## src/rtl/rf_host_ctrl.sv

```systemverilog
// Command-driven host controller for a regfile: serializes read, write, fetch-and-add and
// clear-all commands onto the write port and read port 0, and returns read data on a response channel.
module rf_host_ctrl #(
  parameter int unsigned BW_DATA = 32,
  parameter int unsigned BW_ADDR = 5
) (
  input  logic               i_clk,
  input  logic               i_rstn,
  input  logic               i_cmd_valid,
  output logic               o_cmd_ready,
  input  logic [1:0]         i_cmd_op,
  input  logic [BW_ADDR-1:0] i_cmd_addr,
  input  logic [BW_DATA-1:0] i_cmd_data,
  output logic               o_rsp_valid,
  input  logic               i_rsp_ready,
  output logic [BW_DATA-1:0] o_rsp_data,
  output logic [BW_ADDR-1:0] o_rf_rd_addr0,
  input  logic [BW_DATA-1:0] i_rf_rd_data0,
  output logic [BW_ADDR-1:0] o_rf_wr_addr,
  output logic [BW_DATA-1:0] o_rf_wr_data,
  output logic               o_rf_wr_en
);

  typedef enum logic [1:0] {StIdle, StExec, StRsp, StClear} state_e;

  localparam logic [1:0] OpRead  = 2'b00;
  localparam logic [1:0] OpWrite = 2'b01;
  localparam logic [1:0] OpFadd  = 2'b10;
  localparam logic [1:0] OpClear = 2'b11;

  localparam logic [BW_ADDR-1:0] ClrLast = '1;
  localparam logic [BW_ADDR-1:0] ClrOne  = 1;

  state_e               state_q;
  logic [1:0]           op_q;
  logic [BW_ADDR-1:0]   addr_q;
  logic [BW_DATA-1:0]   data_q;
  logic [BW_DATA-1:0]   rsp_q;
  logic [BW_ADDR-1:0]   clr_cnt_q;

  always_ff @(posedge i_clk) begin
    if (!i_rstn) begin
      state_q   <= StIdle;
      op_q      <= '0;
      addr_q    <= '0;
      data_q    <= '0;
      rsp_q     <= '0;
      clr_cnt_q <= '0;
    end else begin
      unique case (state_q)
        StIdle: begin
          if (i_cmd_valid) begin
            op_q   <= i_cmd_op;
            addr_q <= i_cmd_addr;
            data_q <= i_cmd_data;
            if (i_cmd_op == OpClear) begin
              clr_cnt_q <= '0;
              state_q   <= StClear;
            end else begin
              state_q <= StExec;
            end
          end
        end
        StExec: begin
          // Read and fetch-and-add both return the value seen before any write this cycle.
          if (op_q == OpWrite) begin
            state_q <= StIdle;
          end else begin
            rsp_q   <= i_rf_rd_data0;
            state_q <= StRsp;
          end
        end
        StRsp: begin
          if (i_rsp_ready) state_q <= StIdle;
        end
        StClear: begin
          clr_cnt_q <= clr_cnt_q + ClrOne;
          if (clr_cnt_q == ClrLast) state_q <= StIdle;
        end
        default: state_q <= StIdle;
      endcase
    end
  end

  assign o_cmd_ready   = (state_q == StIdle);
  assign o_rsp_valid   = (state_q == StRsp);
  assign o_rsp_data    = rsp_q;
  assign o_rf_rd_addr0 = addr_q;

  always_comb begin
    o_rf_wr_en   = 1'b0;
    o_rf_wr_addr = addr_q;
    o_rf_wr_data = data_q;
    unique case (state_q)
      StExec: begin
        o_rf_wr_en = (op_q != OpRead);
        if (op_q == OpFadd) o_rf_wr_data = i_rf_rd_data0 + data_q;
      end
      StClear: begin
        o_rf_wr_en   = 1'b1;
        o_rf_wr_addr = clr_cnt_q;
        o_rf_wr_data = '0;
      end
      default: ;
    endcase
  end

endmodule

```

## config.mk

```make
export PLATFORM = sky130hd
export DESIGN_NAME = rf_host_ctrl
export DESIGN_NICKNAME = d
export VERILOG_FILES = /design/src/rtl/rf_host_ctrl.sv
export SDC_FILE = /design/constraint.sdc
export NUM_CORES = 1
export LEC_CHECK = 0
export ABC_AREA = 1
export CORE_MARGIN = 3
export CORE_UTILIZATION = 65
export CTS_CLUSTER_SIZE = 40
export DETAILED_ROUTE_END_ITERATION = 10
export DONT_BUFFER_PORTS = 1
export PLACE_DENSITY = 0.86
export SLEW_MARGIN = 20
export SYNTH_ARGS = -nofsm -noshare
export SYNTH_HDL_FRONTEND = slang
export SYNTH_SLANG_ARGS = --single-unit
```

## constraint.sdc

```tcl
create_clock -name i_clk -period 4 [get_ports i_clk]
set_clock_uncertainty 0.2 [all_clocks]
set_input_delay 0.8 -clock i_clk [delete_from_list [all_inputs] [get_ports i_clk]]
set_output_delay 0.8 -clock i_clk [all_outputs]
set_load 0.05 [all_outputs]
```

==> results of run 1 <==
power groups by stage:
stage / Clock (mW) / Combinational (mW) / Sequential [mW]
6_report: 0.576 / 0.941 / 1.05
2_1_floorplan: 0 / 0.756 / 1.03
5_1_grt: 0.602 / 1.04 / 1.05
4_1_cts: 0.571 / 0.930 / 1.04
3_3_place_gp: 0 / 0.914 / 1.06
3_5_place_dp: 0 / 0.923 / 1.06
worst max-delay path, cell delays in order:
cell     delay (ns)
ha_1           0.25
fa_1           0.46
nand3_1        0.11
nand3_1        0.12
nand3_1        0.09
nand3_1        0.14
nand2_1        0.13
nand3_1        0.09
nand3_1        0.12
nand2_1        0.07
nand2_1        0.36
worst min path at each step:
| stage | slack [ns] | endpoint | depth (start not counted) |
|---|---|---|---|
| 3_3_place_gp | 0.27 | data_q[0] | 2 |
| 5_1_grt | 0.32 | data_q[2] | 2 |
| 6_report | 0.28 | data_q[0] | 2 |
| 3_5_place_dp | 0.27 | data_q[0] | 2 |
| 2_1_floorplan | 0.24 | data_q[0] | 2 |
| 4_1_cts | 0.28 | data_q[0] | 2 |
flip-flops by register name, indices dropped and copies added (netlist names):
signal,flops
clr_cnt_q,5
data_q,32
o_rf_rd_addr0,5
o_rsp_data,32
op_q,2
state_q,2
layout by cell type, fill, tap and decap left out, types with 2 or more instances in the layout:
master      instances
o21bai_1            3
nand4_1             3
ha_1               33
nand3_1            48
nor3_1              7
clkinvlp_4          3
xor2_1             14
a21oi_1            35
o21ai_1            26
nand3_2             2
nand2_1           287
inv_1             137
o21ai_0            84
dfxtp_1            78
inv_6               2
clkbuf_8            9
inv_2               4
a211oi_1            3
nor2_1            214
nor2_2              2
buf_4              26
or2_1               2
cell families after synthesis:
logic type	after synthesis	synth area share [%]
AND/OR/NAND/NOR	571	38.22
buffers and inverters	177	12.54
AO/OA/AOI/OAI	156	13.69
flip-flops	78	26.12
adder cells (fa/ha/maj)	34	7.242
XOR/XNOR	15	2.198
stage by stage:
stage / util (%) / cells / area [um2] / hold WS, ns / power, mW
finish: 70.94 / 1147 / 6277 / 0.2838 / 2.563
detailed placement: 68.96 / 1130 / 6102 / 0.2721 / 1.983
global placement: 68.96 / 1130 / 6102 / 0.2674 / 1.973
floorplan: - / 1031 / 5978 / 0.2426 / 1.786
global route: 70.91 / 1146 / 6275 / 0.3249 / 2.696
CTS: 70.91 / 1146 / 6275 / 0.2842 / 2.543
layout make-up:
type	count	area [um2]	share of cell area [%]
antenna	1	2.502	0.03986
clock buffer	10	127.6	2.033
clock inverter	6	45.04	0.7176
inverter	142	535.5	8.531
multi-input combinational	776	3675	58.54
sequential	78	1562	24.88
tap	108	135.1	2.153
timing repair buffer	26	195.2	3.109
routing by layer:
layer,track usage [%],vias to the layer above,part of all wire (%),wire [um]
li1,-,3218,-,-
met1,48.74,2813,44,7643
met2,50.60,361,43,7527
met3,7.645,38,11,2005
met4,9.687,0,2.1,361
met5,0,-,0,0
==> results_dict.tcl, run 1 <==
set metrics [dict create \
    async_set_or_reset_register_ratio_after_synthesis_pct 0 \
    count_of_flip_flops_with_a_built_in_enable_after_synthesis 0 \
    pwr_density_cell_nw_per_um2 408.3 \
    worst_setup_path_end_kind "output pin" \
    die_width_um 101.9 \
    vdd.ir_drop.worst_mv 0.3992 \
    timing.final.max_slew_violations 0 \
    post-synth-top-count-cell "nand2_1" \
    cts_max_path_buffers 2 \
    fin_nets 1142 \
    wp_data_required_ns 3.00 \
    r2r_start "state_q[0]" \
    post-cts-setup-buffers 0 \
    drt_pre_antenna_iters 6 \
    drt_iter0_drc 545 \
    synth-seq-cells 78 \
    number_of_instances_in_the_synthesized_netlist 1031 \
    cp_max_fo 4 \
    unrepaired_setup_endpoints_after_global_routing "no" \
    ys_dominant_reg_cell "dfxtp_1" \
    cts.root.buffer_cell "clkbuf_8" \
    grt_pass1_wl_um 27500 \
    power.share.sequential_pct 40.8 \
    hp-start "data_q[0]" \
    final_layout_size_suffix_gt1_share_pct 5.491 \
    slew_headroom_pct 32.00 \
    cts.sink_count 78 \
    power.switching_fraction_pct 47.44 \
    globalRouteOverflowTotal 0 \
    detailedPlacementHpwl_um 13380 \
    routed_wirelength_um 17540 \
    power.clock.fraction_pct 22.5 \
    average_vias_per_placed_instance 5.606 \
    leakage_nw 3.396 \
    syn_area_um2 5978 \
    count_of_input_and_output_buffers 0 \
    path_class "in -> out" \
    max_cap_viol_count 0 \
    htreeDepth 3 \
    count_of_unresolved_drc_violations_after_routing 0 \
    timing.critical_path.arrival_ns 2.74 \
    min_period_ns 3.741 \
    crit_path_end "o_rf_wr_data[28]" \
    fmax_mhz 267.3 \
    yosys.cell_types.count 36 \
    synth_area_leader_cell "dfxtp_1" \
    areaGrowthSynthToFinish_pct 5.002 \
    drtAntennaViolNets 0 \
    netlist_top_cells_area "dfxtp_1, nand2_1, nor2_1, o21ai_0, inv_1" \
    top_area_cell_type_share_of_the_netlist_area_pct 26.12 \
    vias_in_the_first_global_route 5590 \
    post-route-period-util_pct 93.53 \
    combPwrFrac_pct 36.7 \
    postCtsResizedCells 0 \
    classification_of_the_worst_slack_hold_path "reg -> reg" \
    r2r_slack_ns 1.26 \
    synth.yosys.warnings 0 \
    final-setup-viol-count 0 \
    grt_antenna_before_repair 0 \
    synth_fp_nets 1140 \
    fin_setup_tns_ns 0 \
    worst_slew_pin_slew_ns 1.013 \
    vias 6430 \
    fillerInstances 825 \
    numCtsBuffers 9 \
    tritoncts "yes" \
    final_report_hold_violation_count 0 \
    placement_setup_slack_ns 0.2988 \
    die_height_um 101.9 \
    gpl.final_weighted_congestion 0.9965 \
    num_io_pins 152 \
    reg2regPathDepth 7 \
    grt_max_degree 73 \
    cts.clk_slew.worst_paths_ns 0.08 \
    clock_latency_ns 0.35 \
    dieArea_um2 10380 \
    power_report.internal_total_mw 1.347 \
    start_kind "primary input" \
    placementRows 34 \
    mean_area_per_synthesized_cell_um2 5.798 \
    power_switching_mw 1.216 \
    synth-seq-area-share_pct 26.12 \
    post_cts_hold_buffers 0 \
    global_route.usage.total_pct 33.77 \
    final.setup.worst_slack_ns 0.2588 \
    r2r-end "o_rsp_data[29]" \
    crit_start "i_rf_rd_data0[0]" \
    synth_common_cells "nand2_1, nor2_1, inv_1" \
    floorplan.core_area_um2 8848 \
    effective_utilization_at_floorplan_pct 67.56 \
    result_of_the_run "complete, no violations" \
    routed_len_inst_um 15.29 \
]
(Power assumes the default switching activity.)
==> inputs of run 2 (changes only) <==
- PLACE_DENSITY: 0.86 -> default
- PLACE_DENSITY_LB_ADDON: default -> 0.2
==> run 2 against run 1 <==
Effect of this change:
- combinational power down 0.4%
- flip-flop and latch count is the same
- final area up 0.50%
- critical path type unchanged
- largest cell class unchanged
==> results_dict.tcl, run 2 (synthesis results as in run 1) <==
set metrics [dict create \
    fillerInstances 865 \
    utilization_pct 71.30 \
    floorplan.core_area_um2 8848 \
    power_switching_mw 1.188 \
    reg2regPathDepth 7 \
    worst_setup_path_end_kind "output pin" \
    power_report.internal_total_mw 1.471 \
    die_width_um 101.9 \
    final_layout_size_suffix_gt1_share_pct 5.309 \
    average_vias_per_placed_instance 5.535 \
    count_of_input_and_output_buffers 0 \
    power.share.sequential_pct 39.4 \
    hold_slack_ns 0.2962 \
    seqCellArea_um2 1562 \
    crit_start "i_rf_rd_data0[0]" \
    layout_common_cells "nand2_1, nor2_1, inv_1" \
    grt_pass1_wl_um 28010 \
    result_of_the_run "complete, no violations" \
    postCtsResizedCells 0 \
    effective_utilization_at_floorplan_pct 67.56 \
    post_cts_hold_buffers 0 \
    min_period_ns 3.728 \
    leakage_nw 3.414 \
    max_cap_viol_count 0 \
    r2r_start "state_q[0]" \
    areaGrowthSynthToFinish_pct 5.525 \
    final-setup-viol-count 0 \
    critPathMostFrequentCell "nand3_1" \
    htreeDepth 3 \
    worst_path_max_delay_cell "fa_1" \
    timing.critical_path.buf_inv 0 \
    placementRows 34 \
    tritoncts "yes" \
    r2r_slack_ns 1.42 \
    number_of_logic_stages_on_the_critical_path_including_buffering 11 \
    path_class "in -> out" \
    cts.root.buffer_cell "clkbuf_8" \
    pwr_density_cell_nw_per_um2 421.4 \
    worst_slew_pin_slew_ns 1.022 \
    cts.clk_slew.worst_paths_ns 0.09 \
    drt_iter0_drc 454 \
    post-cts-setup-buffers 0 \
    fin_setup_tns_ns 0 \
    global_route.usage.total_pct 34.14 \
    layout_commonest_cell "nand2_1" \
    power.clock.fraction_pct 25.4 \
    start_kind "primary input" \
    unrepaired_setup_endpoints_after_global_routing "no" \
    grt_max_degree 73 \
    cts.sink_count 78 \
    cts_max_path_buffers 2 \
    vdd.ir_drop.worst_mv 0.3862 \
    num_io_pins 152 \
    count_of_unresolved_drc_violations_after_routing 0 \
    cp_cell_sequence "ha_1 -> fa_1 -> nand3_1 -> nand3_1 -> nand3_1 -> nand3_1 -> nand2_1 -> nand3_1 -> nand3_1 -> nand2_1 -> nand2_1" \
    routed_wirelength_um 17830 \
    wp_data_required_ns 3.00 \
    timing.critical_path.arrival_ns 2.73 \
    combPwrFrac_pct 35.2 \
    vias_in_the_first_global_route 5587 \
    cp_max_fo 4 \
    fin_nets 1140 \
    r2r-end "state_q[1]" \
    grt_antenna_before_repair 0 \
    multiInputGateArea_um2 3675 \
    timing.final.max_slew_violations 0 \
    drt_pre_antenna_iters 5 \
    clock_latency_ns 0.36 \
    classification_of_the_worst_slack_hold_path "reg -> reg" \
    drtAntennaViolNets 0 \
    die_height_um 101.9 \
    fmax_mhz 268.2 \
    post-route-period-util_pct 93.21 \
    dieArea_um2 10380 \
    power.switching_fraction_pct 44.68 \
    globalRouteOverflowTotal 0 \
    final_report_hold_violation_count 0 \
    gpl.final_weighted_congestion 1.050 \
    n_antenna_cell 0 \
    cpPeakStageDelay_ns 0.46 \
    vias 6332 \
    numCtsBuffers 9 \
    crit_family "simple AND/OR/NAND/NOR gates" \
    crit_path_end "o_rf_wr_data[28]" \
    slew_headroom_pct 31.44 \
    routed_len_inst_um 15.58 \
    detailedPlacementHpwl_um 13670 \
]
==> run 2: cell types whose count changed in the layout (fill, tap and decap cells not counted) <==
cell	change
buf_4	-2
bufinv_16	+2
clkinv_4	+2
clkinvlp_4	-2
clkinv_2	-1
diode_2	-1
inv_6	-1
==> run 2: area by class of cell <==
class | instances | share of cell area (%)
clock buffer | 10 | 2.023
timing repair buffer | 24 | 2.856
sequential | 78 | 24.75
tap | 108 | 2.142
inverter | 142 | 8.489
multi-input combinational | 776 | 58.25
clock inverter | 6 | 1.488
==> run 2: worst min-delay path by stage <==
| stage | slack, ns | cells after the start | to | start |
|---|---|---|---|---|
| 3_3_place_gp | 0.26 | 2 | data_q[0] | data_q[0] |
| 2_1_floorplan | 0.24 | 2 | data_q[0] | data_q[0] |
| 4_1_cts | 0.30 | 2 | clr_cnt_q[4] | clr_cnt_q[4] |
| 3_5_place_dp | 0.29 | 2 | clr_cnt_q[4] | clr_cnt_q[4] |
| 5_1_grt | 0.34 | 2 | clr_cnt_q[4] | clr_cnt_q[4] |
| 6_report | 0.30 | 2 | clr_cnt_q[4] | clr_cnt_q[4] |
==> run 2: worst reg2reg max path, stage by stage, from the launching register on <==
cell and delay, ns:
dfxtp_1 0.58, inv_4 0.25, nor2_4 0.38, inv_2 0.27
a21oi_4 0.19, buf_4 0.36, a31oi_1 0.08, a311oi_1 0.20
==> run 2: through the flow <==
stage	total power [mW]	instances	worst slack (ns)	cell area [um2]
after floorplan	1.786	1031	0.05439	5978
after global placement	1.970	1128	0.3531	6087
after detailed placement	1.981	1128	0.3135	6087
after CTS	2.650	1144	0.3072	6309
after global routing	2.801	1144	0.1206	6309
final	2.658	1144	0.2716	6309
==> run 2: power groups by stage <==
stage / clock [mW] / sequential [mW] / combinational (mW)
floorplan: 0 / 1.03 / 0.756
global placement: 0 / 1.06 / 0.909
detailed placement: 0 / 1.06 / 0.919
CTS: 0.681 / 1.04 / 0.926
global route: 0.709 / 1.05 / 1.04
finish: 0.675 / 1.05 / 0.937
==> run 2: metal layers <==
metal	vias to the layer above	track usage [%]	share of wire, %
met2	283	51.61	43
met3	35	7.645	10
met1	2806	49.64	45
li1	3208	-	-
met5	-	0	0
met4	0	8.174	2.1
==> inputs of run 3 (changes only) <==
- SLEW_MARGIN: 20 -> 5
==> results of run 3 <==
Same layout as run 2: the final DEF is identical, and so are final timing and power.
